[config.mk]
export PLATFORM = sky130hd
export DESIGN_NAME = seg_scan_mux
export DESIGN_NICKNAME = d
export VERILOG_FILES = /design/src/rtl/seg_scan_mux.sv
export SDC_FILE = /design/constraint.sdc
export NUM_CORES = 1
export LEC_CHECK = 0
export CORE_AREA = 2 2 162 164
export DETAILED_ROUTE_END_ITERATION = 7
export DIE_AREA = 0 0 164 166
export GPL_TIMING_DRIVEN = 0
export PLACE_DENSITY_LB_ADDON = 0.25
export REMOVE_ABC_BUFFERS = 1
export SYNTH_ARGS = -nofsm -noshare
export SYNTH_HDL_FRONTEND = slang
export SYNTH_SLANG_ARGS = --single-unit
export TNS_END_PERCENT = 10
[constraint.sdc]
create_clock -name clk -period 3.1 [get_ports clk]
set_clock_uncertainty 0.15 [all_clocks]
set_input_delay 0.62 -clock clk [delete_from_list [all_inputs] [get_ports clk]]
set_output_delay 0.62 -clock clk [all_outputs]
set_load 0.01 [all_outputs]
[src/rtl/seg_scan_mux.sv]
// Multiplexed 7-segment scanner: per-digit buffer (hex or raw), one digit per
// 2^SLOT_W-cycle slot, PWM brightness, anti-ghost blank and frame strobe.
module seg_scan_mux #(
    parameter int DIGITS         = 10,
    parameter int SLOT_W         = 10,
    parameter int BRIGHT_W       = 4,
    parameter int SEL_ACTIVE_LOW = 1,
    parameter int SEG_ACTIVE_LOW = 1
) (
    input  logic                      clk,
    input  logic                      rst_n,
    input  logic                      wr_en,
    input  logic [$clog2(DIGITS)-1:0] wr_addr,
    input  logic [7:0]                wr_data,
    input  logic                      wr_raw,
    input  logic [BRIGHT_W-1:0]       brightness,
    input  logic                      enable,
    output logic [DIGITS-1:0]         sel,
    output logic [7:0]                segm,
    output logic                      frame_tick
);
    localparam int AW = $clog2(DIGITS);
    localparam logic [DIGITS-1:0] SEL_OFF = (SEL_ACTIVE_LOW != 0) ? {DIGITS{1'b1}} : {DIGITS{1'b0}};
    localparam logic [7:0]        SEG_OFF = (SEG_ACTIVE_LOW != 0) ? 8'hFF : 8'h00;
    localparam logic [AW:0]       DIGITS_EXT = (AW + 1)'(DIGITS);
    localparam logic [AW-1:0]     LAST_DIGIT = AW'(DIGITS - 1);
    // raw=1, data=0 shows nothing regardless of polarity
    localparam logic [8:0]        BLANK_ENTRY = 9'h100;

    function automatic logic [6:0] hex_decode(input logic [3:0] nib);
        logic [6:0] seg;
        case (nib)
            4'h0: seg = 7'h3F;
            4'h1: seg = 7'h06;
            4'h2: seg = 7'h5B;
            4'h3: seg = 7'h4F;
            4'h4: seg = 7'h66;
            4'h5: seg = 7'h6D;
            4'h6: seg = 7'h7D;
            4'h7: seg = 7'h07;
            4'h8: seg = 7'h7F;
            4'h9: seg = 7'h6F;
            4'hA: seg = 7'h77;
            4'hB: seg = 7'h7C;
            4'hC: seg = 7'h39;
            4'hD: seg = 7'h5E;
            4'hE: seg = 7'h79;
            4'hF: seg = 7'h71;
            default: seg = 7'h00;
        endcase
        return seg;
    endfunction

    logic [8:0]          buf_q [DIGITS];
    logic [8:0]          buf_d [DIGITS];
    logic [SLOT_W-1:0]   slot_cnt_q, slot_cnt_d;
    logic [AW-1:0]       digit_idx_q, digit_idx_d;
    logic [DIGITS-1:0]   sel_q, sel_d;
    logic [7:0]          segm_q, segm_d;
    logic                frame_tick_q, frame_tick_d;
    logic [8:0]          entry_s;
    logic [7:0]          pattern_s;
    logic [DIGITS-1:0]   onehot_s;
    logic                lit_s;

    // Next-state logic for counters, buffer and output registers
    always_comb begin
        slot_cnt_d = slot_cnt_q + SLOT_W'(1);
        if (slot_cnt_q == {SLOT_W{1'b1}}) begin
            if (digit_idx_q == LAST_DIGIT) begin
                digit_idx_d = {AW{1'b0}};
            end else begin
                digit_idx_d = digit_idx_q + AW'(1);
            end
        end else begin
            digit_idx_d = digit_idx_q;
        end

        buf_d = buf_q;
        if (wr_en && ({1'b0, wr_addr} < DIGITS_EXT)) begin
            buf_d[wr_addr] = {wr_raw, wr_data};
        end else begin
            buf_d = buf_q;
        end

        entry_s   = buf_q[digit_idx_q];
        pattern_s = entry_s[8] ? entry_s[7:0] : {entry_s[7], hex_decode(entry_s[3:0])};
        onehot_s  = DIGITS'(1) << digit_idx_q;
        lit_s     = enable && (slot_cnt_q != {SLOT_W{1'b0}})
                    && (slot_cnt_q[SLOT_W-1 -: BRIGHT_W] < brightness);

        // XOR with the idle level applies the pad polarity
        if (lit_s) begin
            sel_d  = onehot_s ^ SEL_OFF;
            segm_d = pattern_s ^ SEG_OFF;
        end else begin
            sel_d  = SEL_OFF;
            segm_d = SEG_OFF;
        end

        frame_tick_d = (digit_idx_q == {AW{1'b0}}) && (slot_cnt_q == {SLOT_W{1'b0}});
    end

    // State and output registers
    always_ff @(posedge clk or negedge rst_n) begin
        if (!rst_n) begin
            for (int i = 0; i < DIGITS; i++) begin
                buf_q[i] <= BLANK_ENTRY;
            end
            slot_cnt_q   <= {SLOT_W{1'b0}};
            digit_idx_q  <= {AW{1'b0}};
            sel_q        <= SEL_OFF;
            segm_q       <= SEG_OFF;
            frame_tick_q <= 1'b0;
        end else begin
            buf_q        <= buf_d;
            slot_cnt_q   <= slot_cnt_d;
            digit_idx_q  <= digit_idx_d;
            sel_q        <= sel_d;
            segm_q       <= segm_d;
            frame_tick_q <= frame_tick_d;
        end
    end

    assign sel        = sel_q;
    assign segm       = segm_q;
    assign frame_tick = frame_tick_q;

endmodule

Word-level counts from Yosys, hierarchy flattened

Memories as Yosys holds them, arrays and structs flattened.
Cells that the tools add are included.
Widths: inputs -> output; s select.

Register bits after elaboration: 123
Bits in latches: 0
Memory bits (writable): 0
Memory bits (read-only): 112
Input bits: 21
Output and inout port bits: 19
Word-level logic and storage cells: 48
Memories: 1

Memory list:

| memory          | words | bits a word | read ports | clocked after memory_dff | write ports | line | RTL |
|---|---|---|---|---|---|---|---|
| (no name shown) | 16    | 7           | 1          | 0                        | 0           | 32   | `case (nib)` |

Add/sub/neg operators: 2
$mul: 0
Div/mod/pow operators: 0
Order comparisons: 5
Eq/ne operators: 2
Shifts and indexed selects: 1
Muxes and demuxes: 10
Bitwise operators: 4
Reduce and logical (&&, ||, !) cells: 8

Operator list:

| operator              | number |
|---|---|
| $bwmux 90             | 1 |
| $bmux 9 s4            | 1 |
| $demux 9 s4           | 1 |
| $mux 9                | 3 |
| $add 10x1->10 const B | 1 |
| $eq 10x10->1 const B  | 1 |
| $ge 5x5->1 const B    | 2 |
| $logic_not 10->1      | 1 |
| $mux 10               | 1 |
| $not 10->10           | 1 |
| $not 4->5             | 2 |
| $reduce_bool 10->1    | 1 |
| $shl 1x4->10 const A  | 1 |
| $mux 8                | 1 |
| $not 8->8             | 1 |
| $mux 7                | 1 |
| $logic_and 1x1->1     | 5 |
| $lt 5x1->1 const B    | 1 |
| $add 4x1->4 const B   | 1 |
| $eq 4x4->1 const B    | 1 |
| $logic_not 4->1       | 1 |
| $lt 4x4->1            | 1 |
| $lt 4x4->1 const B    | 1 |
| $mux 4                | 1 |

Longest topological paths before layout

Gate-level depths: netlist (run 1).
An unclocked memory read counts as a cell.

Depth after elaboration: 8
Gate-level depth with buffers: 12
Mapped depth without buffers: 9

Least setup slack after synthesis (run 1)

OpenSTA, ideal clock, no wires.

Path type: register to register
From: register digit_idx_q[0]
To: register segm_q[3], in the netlist segm[3]
Setup time: 0.085 ns
Data arrival time: 2.151 ns
Data required time: 2.865 ns
Path slack: 0.714 ns
Stages on the path, launching flop included: 7
Buffers on the path: 1
Clock period less this slack: 2.386 ns
Cell sequence: dfrtp_1 -> buf_4 -> mux4_2 -> a311oi_2 -> ha_1 -> o211a_1 -> o221ai_1

Word-level cells in the longest chain between the ends: 8

Ends and longest elaborated chain:

| element                                      | line | RTL |
|---|---|---|
| start, declared                              | 57   | `logic [AW-1:0] digit_idx_q, digit_idx_d;` |
| start signal, assigned                       | 111  | `digit_idx_q <= {AW{1'b0}};` |
| start signal, assigned                       | 118  | `digit_idx_q <= digit_idx_d;` |
| $not 4->5 (not written as such) *            | 86   | `entry_s = buf_q[digit_idx_q];` |
| $bmux 9 s4 *                                 | 86   |  |
| $mux 9 (not written as such) * (2 in series) | 86   |  |
| $mem_v2 16x7                                 | n/a  |  |
| $mux 7 *                                     | 87   | `pattern_s = entry_s[8] ? entry_s[7:0] : {entry_s[7], hex_decode(entry_s[3:0])};` |
| $not 8->8 (no line) *                        | n/a  |  |
| $mux 8 *                                     | 93   | `if (lit_s) begin` |
| via segm_d[3]                                | 59   | `logic [7:0] segm_q, segm_d;` |
| end signal, assigned                         | 120  | `segm_q <= segm_d;` |
| end, declared                                | 59   |  |

The timed path passes the listed nets; every way through them passes the cells marked *. The select of a mux whose other input is x is not followed.
A chain may end at the register's enable or synchronous reset.

Final worst setup path (run 1)

From: register digit_idx_q[2]
To: register segm_q[5], in the netlist segm[5]

Same word-level chain as after synthesis.

==> impl_metrics.csv, run 1 <==
group,metric,value,unit
outcome,run_status,"completed",
global_routing,grt_overflow_total,0,
global_routing,grt_max_degree,95,
detailed_routing,wl_met2,6542,um
power,pwr-share-seq,42.8,%
final_layout,num_antenna_cells,0,
die,chipHeight,166,um
die,dieArea,27220,sq um
detailed_routing,antenna_left,0,
synth,synthArstFlopShare,100.0,%
power,p_int,3.614,mW
worst_setup_path,regToRegSetupSlack,0.24,ns
worst_setup_path,cp.required,3.24,ns
timing,hold_viol,0,
synth,ys_types,65,
worst_setup_path,r2r-end,"segm[5]",
timing,setup_viol,0,
placement,dpl_worst_slack,-0.4007,ns
final_layout,mostFrequentLayoutCell,"mux2_2",
synth,syn_avg_cell_area,13.21,sq um
timing,hold_slack,0.3436,ns
timing,finalCritPeriodShare,92.21,%
die,row_count,59,
detailed_routing,routedLengthMet1,7041,um
final_layout,fin_util,28.89,%
die,die_w,164,um
synth,synthCells,455,
detailed_routing,wl_met3,513,um
detailed_routing,drt_first_iter_violations,212,
detailed_routing,routed.top_layer,"met4",
clock_tree,numCtsBuffers,17,
power,peakVddDrop,0.0003554,V
clock_tree,clock_latency,0.42,ns
power,power_leakage,2.924,nW
run,maxCapViolations,0,
clock_tree,clk_pin_slew,0.06,ns
power,power_frac_comb,16.2,%
worst_setup_path,crit_arrival,3.00,ns
placement,place.port_buffers,39,
timing,fmax,349.8,MHz
clock_tree,cts_max_level,4,
timing,slew_violations,0,
timing,maxSlewHeadroom,22.76,%
global_routing,grt.total_usage,11.03,%
power,finalPower,4.846,mW
hold_path,hold_end,"slot_cnt_q[0]",
worst_setup_path,r2r_start,"digit_idx_q[2]",
die,initial_core_util,23.47,%
synth,synth_edf_count,0,
synth,ys_ff_latch,123,
worst_setup_path,endpoint_kind,"register",
final_layout,drive_gt1_share,37.50,%
detailed_routing,vias,3819,
placement,place_area,6755,sq um
final_layout,area_growth_syn_to_layout,23.11,%
hold_path,holdPathStages,1,
clock_tree,clockRootBuffer,"clkbuf_16",
synth,dominantRegCellSynth,"dfrtp_1",
clock_tree,cts_tree,"done",
hold_path,hold_start,"slot_cnt_q[0]",
worst_setup_path,critPathLaunchType,"register",
final_layout,layout.nets,525,
power,clkPwrFrac,41.1,%
synth,yosysTopAreaCellShare,39.55,%
worst_setup_path,reg2reg_depth,9,
detailed_routing,wl,14280,um
timing,rsz0062_at_grt,"false",
power,swShare,25.43,%
synth,ys_seq_area_share,51.79,%
timing,tightest_slew,1.152,ns
final_layout,design_area,7400,sq um
final_layout,n_fill_cell,2591,
timing,period_needed,2.859,ns
worst_setup_path,crit_path_max_fanout,21,
detailed_routing,drc,0,
clock_tree,clockBufferDepth,2,
global_routing,antenna_found_initial,0,
worst_setup_path,path_class,"register to register",
synth,yosys_warnings,0,
placement,gp_congestion,0.7572,
global_routing,grt_pass1_vias,3888,
synth,synth.area.top_cells,"dfrtp_1, mux2_2, dfstp_2",
detailed_routing,wl_per_cell,17.02,um
placement,dpl.hpwl,9393,um
die,pin_count,40,
timing,worst_slack,0.2414,ns
power,p_per_area,655.0,nW/um^2
global_routing,grt_pass1_wl,22570,um
clock_tree,cts_sinks,123,
detailed_routing,via_per_inst,4.552,
hold_path,hold_class,"register to register",
final_layout,mostFrequentLayoutCells,"mux2_2, dfrtp_1, clkdlybuf4s50_1, dfstp_2, mux2i_1",
power,p_sw,1.232,mW
detailed_routing,dr.pass1.iters,6,
synth,synth_area,6011,sq um
die,core_area,25620,sq um
synth,synth_area_leader_cell,"dfrtp_1",
-- area by class of cell --
| type | count | area (sq um) | share of cell area [%] |
|---|---|---|---|
| Clock buffer | 21 | 460.4 | 6.223 |
| Clock inverter | 11 | 132.6 | 1.792 |
| Inverter | 11 | 41.29 | 0.5580 |
| Multi-Input combinational cell | 293 | 2744 | 37.08 |
| Sequential cell | 123 | 3118 | 42.14 |
| Tap cell | 335 | 419.2 | 5.665 |
| Timing Repair Buffer | 45 | 484.2 | 6.544 |
-- registers in the layout, summed over array words and instances, names as in the netlist --
register     count
sel             10
slot_cnt_q      10
digit_idx_q      4
frame_tick       1
buf_q           90
segm             8
-- worst max-delay path, stage by stage, from the launching register on --
cell	delay [ns]
dfrtp_2	0.57
inv_1	0.56
o21ai_0	0.23
o22ai_2	0.36
inv_1	0.15
ha_1	0.22
inv_1	0.07
a31oi_1	0.07
o211ai_1	0.21
nand4_1	0.12
-- per-stage QoR --
step                      setup TNS [ns]  instances
after floorplan                  -0.2654        427
after global placement           -378.88        801
after detailed placement          -1.995        804
after CTS                              0        837
after global routing                   0        839
final                                  0        839
-- synthesized netlist by cell type, types with 3 or more instances --
| master | number |
|---|---|
| nor4_1 | 3 |
| nand2b_1 | 7 |
| a31oi_1 | 4 |
| xor2_1 | 5 |
| nand2_1 | 13 |
| ha_1 | 13 |
| nor3b_1 | 3 |
| nor2_1 | 7 |
| mux4_2 | 10 |
| nand4_1 | 9 |
| o21ai_0 | 10 |
| dfrtp_1 | 95 |
| nand4b_1 | 3 |
| buf_1 | 9 |
| xnor2_1 | 4 |
| buf_2 | 5 |
| a21o_1 | 3 |
| nor3_2 | 3 |
| mux2_2 | 93 |
| nand3_1 | 14 |
| dfstp_2 | 28 |
| clkbuf_1 | 9 |
| nand3b_1 | 3 |
| mux2i_1 | 24 |
| a21oi_1 | 10 |
| inv_1 | 11 |
| o22ai_1 | 4 |
| nor3_1 | 6 |
-- cell families (layout without fill, tap and decap cells) --
group / count (synthesis) / after routing / synth area share (%)
muxes: 129 / 129 / 25.60
DFF: 123 / 123 / 51.79
and+or+nand+nor: 87 / 87 / 8.702
AOI/OAI and AO/OA: 55 / 55 / 6.786
buffers and inverters: 39 / 88 / 3.101
adders and majority gates: 13 / 13 / 2.706
xor gates and xnor gates: 9 / 9 / 1.311
-- metal layers --
layer  up-vias  track usage (%)
met1      1969            15.55
met3        13            2.822
li1       1758                -
met2        79            16.35
met4         0            3.852
met5         -                0
-- power groups by stage --
stage / clock network [mW] / registers (mW) / logic, mW
final: 1.99 / 2.07 / 0.783
after global routing: 2.11 / 2.11 / 0.862
after CTS: 2.04 / 2.08 / 0.787
after detailed placement: 0 / 2.10 / 0.776
after global placement: 0 / 2.08 / 0.751
after floorplan: 0 / 2.07 / 0.524
-- worst max-delay path by stage --
stage | slack (ns) | to | start
2_1_floorplan | -0.09 | segm[5] | digit_idx_q[0]
3_3_place_gp | -3.36 | buf_q[67] | rst_n
3_5_place_dp | -0.40 | sel[1] | brightness[1]
4_1_cts | 0.02 | segm[5] | digit_idx_q[3]
5_1_grt | 0.05 | segm[5] | digit_idx_q[2]
6_report | 0.24 | segm[5] | digit_idx_q[2]
-- what timing repair did --
item,4_1_cts,5_1_grt
endpoints found under the setup margin,7,6
pin swaps,0,1
hold buffers,1,0
endpoints found under the hold margin,11,0
gates resized for setup,4,2
buffers inserted,0,2
No activity file was read; power rests on OpenSTA's default activity.
==> run 2: changes to the inputs <==
--- a/config.mk
+++ b/config.mk
@@ -5,9 +5,10 @@
 export SDC_FILE = /design/constraint.sdc
 export NUM_CORES = 1
 export LEC_CHECK = 0
-export CORE_AREA = 2 2 162 164
+export ABC_AREA = 1
+export CORE_AREA = 2 2 160 162
 export DETAILED_ROUTE_END_ITERATION = 7
-export DIE_AREA = 0 0 164 166
+export DIE_AREA = 0 0 162 164
 export GPL_TIMING_DRIVEN = 0
 export PLACE_DENSITY_LB_ADDON = 0.25
 export REMOVE_ABC_BUFFERS = 1
==> impl_metrics.csv, run 2 <==
group,metric,value,unit
die,initial_core_util,23.65,%
detailed_routing,wl_per_cell,14.13,um
hold_path,hold_class,"register to register",
worst_setup_path,cp.required,3.28,ns
clock_tree,cts_sinks,123,
timing,hold_viol,0,
detailed_routing,wl,14930,um
detailed_routing,drc,0,
timing,period_needed,2.831,ns
worst_setup_path,critPathLaunchType,"register",
synth,ys_seq_area_share,53.04,%
final_layout,num_antenna_cells,0,
timing,finalCritPeriodShare,91.33,%
detailed_routing,drt_first_iter_violations,280,
detailed_routing,antenna_left,0,
placement,gp_congestion,0.7794,
clock_tree,cts_max_level,4,
synth,post-synth-top-count-cell,"nand2_1",
timing,rsz0062_at_grt,"false",
synth,synthTopCellsByCount,"nand2_1, o21ai_0, dfrtp_1",
global_routing,grt_pass1_wl,24960,um
placement,place.port_buffers,39,
synth,synth_simple_gate_area_share,25.43,%
final_layout,area_growth_syn_to_layout,20.98,%
synth,synth.area.top_cells,"dfrtp_1, nand2_1, dfstp_2",
synth,synth_area,5869,sq um
synth,yosysTopAreaCellShare,40.50,%
synth,ys_types,38,
synth,dominantRegCellSynth,"dfrtp_1",
clock_tree,numCtsBuffers,17,
timing,slew_violations,0,
final_layout,mostFrequentLayoutCell,"nand2_1",
final_layout,layout.nets,748,
clock_tree,clk_pin_slew,0.05,ns
final_layout,regMostFlops,"buf_q",
detailed_routing,dr.pass1.iters,5,
clock_tree,postCtsSetupBuffers,0,
synth,ys_ff_latch,123,
run,maxCapViolations,0,
worst_setup_path,crit_path_max_fanout,15,
placement,place_area,6563,sq um
synth,yosys_warnings,0,
detailed_routing,via_per_inst,4.254,
synth,synth_area_leader_cell,"dfrtp_1",
timing,hold_slack,0.3203,ns
synth,synth_xor_area_share,1.343,%
power,power_leakage,3.279,nW
final_layout,largest_reg_flops,90,
synth,synthMuxAreaShare,0,%
synth,synth_compound_area_share,12.09,%
timing,maxSlewHeadroom,46.71,%
die,dieArea,26570,sq um
final_layout,n_fill_cell,2674,
synth,synth_edf_count,0,
synth,synthCells,674,
synth,synthArstFlopShare,100.0,%
global_routing,grt_max_degree,85,
synth,synthAdderAreaFrac,2.771,%
power,finalPower,4.484,mW
die,row_count,58,
timing,setup_viol,0,
die,chipHeight,164,um
timing,fin_tns_setup,0,ns
final_layout,instances_no_fill,1057,
final_layout,design_area,7101,sq um
worst_setup_path,endpoint_kind,"register",
worst_setup_path,path_class,"register to register",
global_routing,grt.total_usage,12.21,%
timing,tightest_slew,0.7993,ns
clock_tree,clock_latency,0.42,ns
worst_setup_path,crit_arrival,3.01,ns
global_routing,grt_overflow_total,0,
clock_tree,clockBufferDepth,2,
placement,dp_cells,1024,
clock_tree,cts_tree,"done",
global_routing,antenna_found_initial,0,
final_layout,drive_gt1_share,13.62,%
outcome,run_status,"completed",
power,p_per_area,631.5,nW/um^2
clock_tree,clockRootBuffer,"clkbuf_16",
synth,syn_avg_cell_area,8.708,sq um
placement,dpl.hpwl,9881,um
final_layout,mostFrequentLayoutCells,"nand2_1, o21ai_0, dfrtp_1, clkdlybuf4s50_1",
die,die_w,162,um
detailed_routing,vias,4496,
power,peakVddDrop,0.0004000,V
die,pin_count,40,
synth,synth_top_family_by_area,"simple AND/OR/NAND/NOR gates",
die,core_area,24820,sq um
timing,fmax,353.2,MHz
global_routing,grt_pass1_vias,4503,
run 2: worst paths after layout:
| check | start | to | slack [ns] | depth (start not counted) |
|---|---|---|---|---|
| min in group asynchronous | rst_n | buf_q[2] | 0.54 | 2 |
| max in group asynchronous | rst_n | sel[0] | 1.48 | 3 |
| max | digit_idx_q[1] | segm[5] | 0.27 | 12 |
| min reg2reg | slot_cnt_q[0] | slot_cnt_q[0] | 0.32 | 1 |
| max reg2reg | digit_idx_q[1] | segm[5] | 0.27 | 12 |
| min | slot_cnt_q[0] | slot_cnt_q[0] | 0.32 | 1 |
run 2: through the flow:
step | util, % | setup WS [ns]
after global routing | 28.61 | 0.02135
after detailed placement | 26.44 | -0.1151
after global placement | 26.33 | -3.878
after floorplan | - | 0.7291
after CTS | 28.60 | 0.2378
final | 28.61 | 0.2687
run 2: layout make-up:
class / instances / area (sq um) / area share (%)
clock buffer: 30 / 514.2 / 7.242
sequential: 123 / 3117 / 43.89
timing repair buffer: 41 / 429.2 / 6.044
tap: 330 / 412.9 / 5.815
inverter: 43 / 173.9 / 2.449
clock inverter: 2 / 10.01 / 0.1410
multi-input combinational: 488 / 2444 / 34.41
run 2: power breakdown:
part | switching (mW) | internal, mW
Sequential | 0.136 | 1.91
Combinational | 0.390 | 0.274
Clock | 0.667 | 1.10
run 2: kinds of logic after synthesis:
group | count (synthesis)
AND/OR/NAND/NOR | 334
AO/OA/AOI/OAI | 132
adder cells (fa/ha/maj) | 13
buffers and inverters | 63
flip-flops | 123
XOR/XNOR | 9
run 2: worst max-delay path, stage by stage (launching register included):
cell,delay (ns)
dfrtp_1,0.85
nor2_1,0.19
nand2_1,0.11
nand2_1,0.05
nor2_1,0.11
nor2_1,0.06
nor2_2,0.35
inv_1,0.15
ha_1,0.24
nand2_1,0.13
o21ai_0,0.10
o21ai_0,0.15
nand2_1,0.10
run 2: metal layers:
layer | share of wire [%] | GRT usage [%] | wire (um) | vias up
met5 | 0 | 0 | 0 | -
met3 | 3.8 | 3.207 | 573 | 14
li1 | - | - | - | 2284
met1 | 51 | 16.69 | 7567 | 2124
met2 | 45 | 19.07 | 6645 | 74
met4 | 0.97 | 3.500 | 145 | 0
run 2: timing repair:
item                                    4_1_cts  5_1_grt
resized for setup                             1        1
hold buffers                                  1        0
hold endpoints to repair                     34        0
endpoints found under the setup margin        4        1
pin swaps                                     0        0
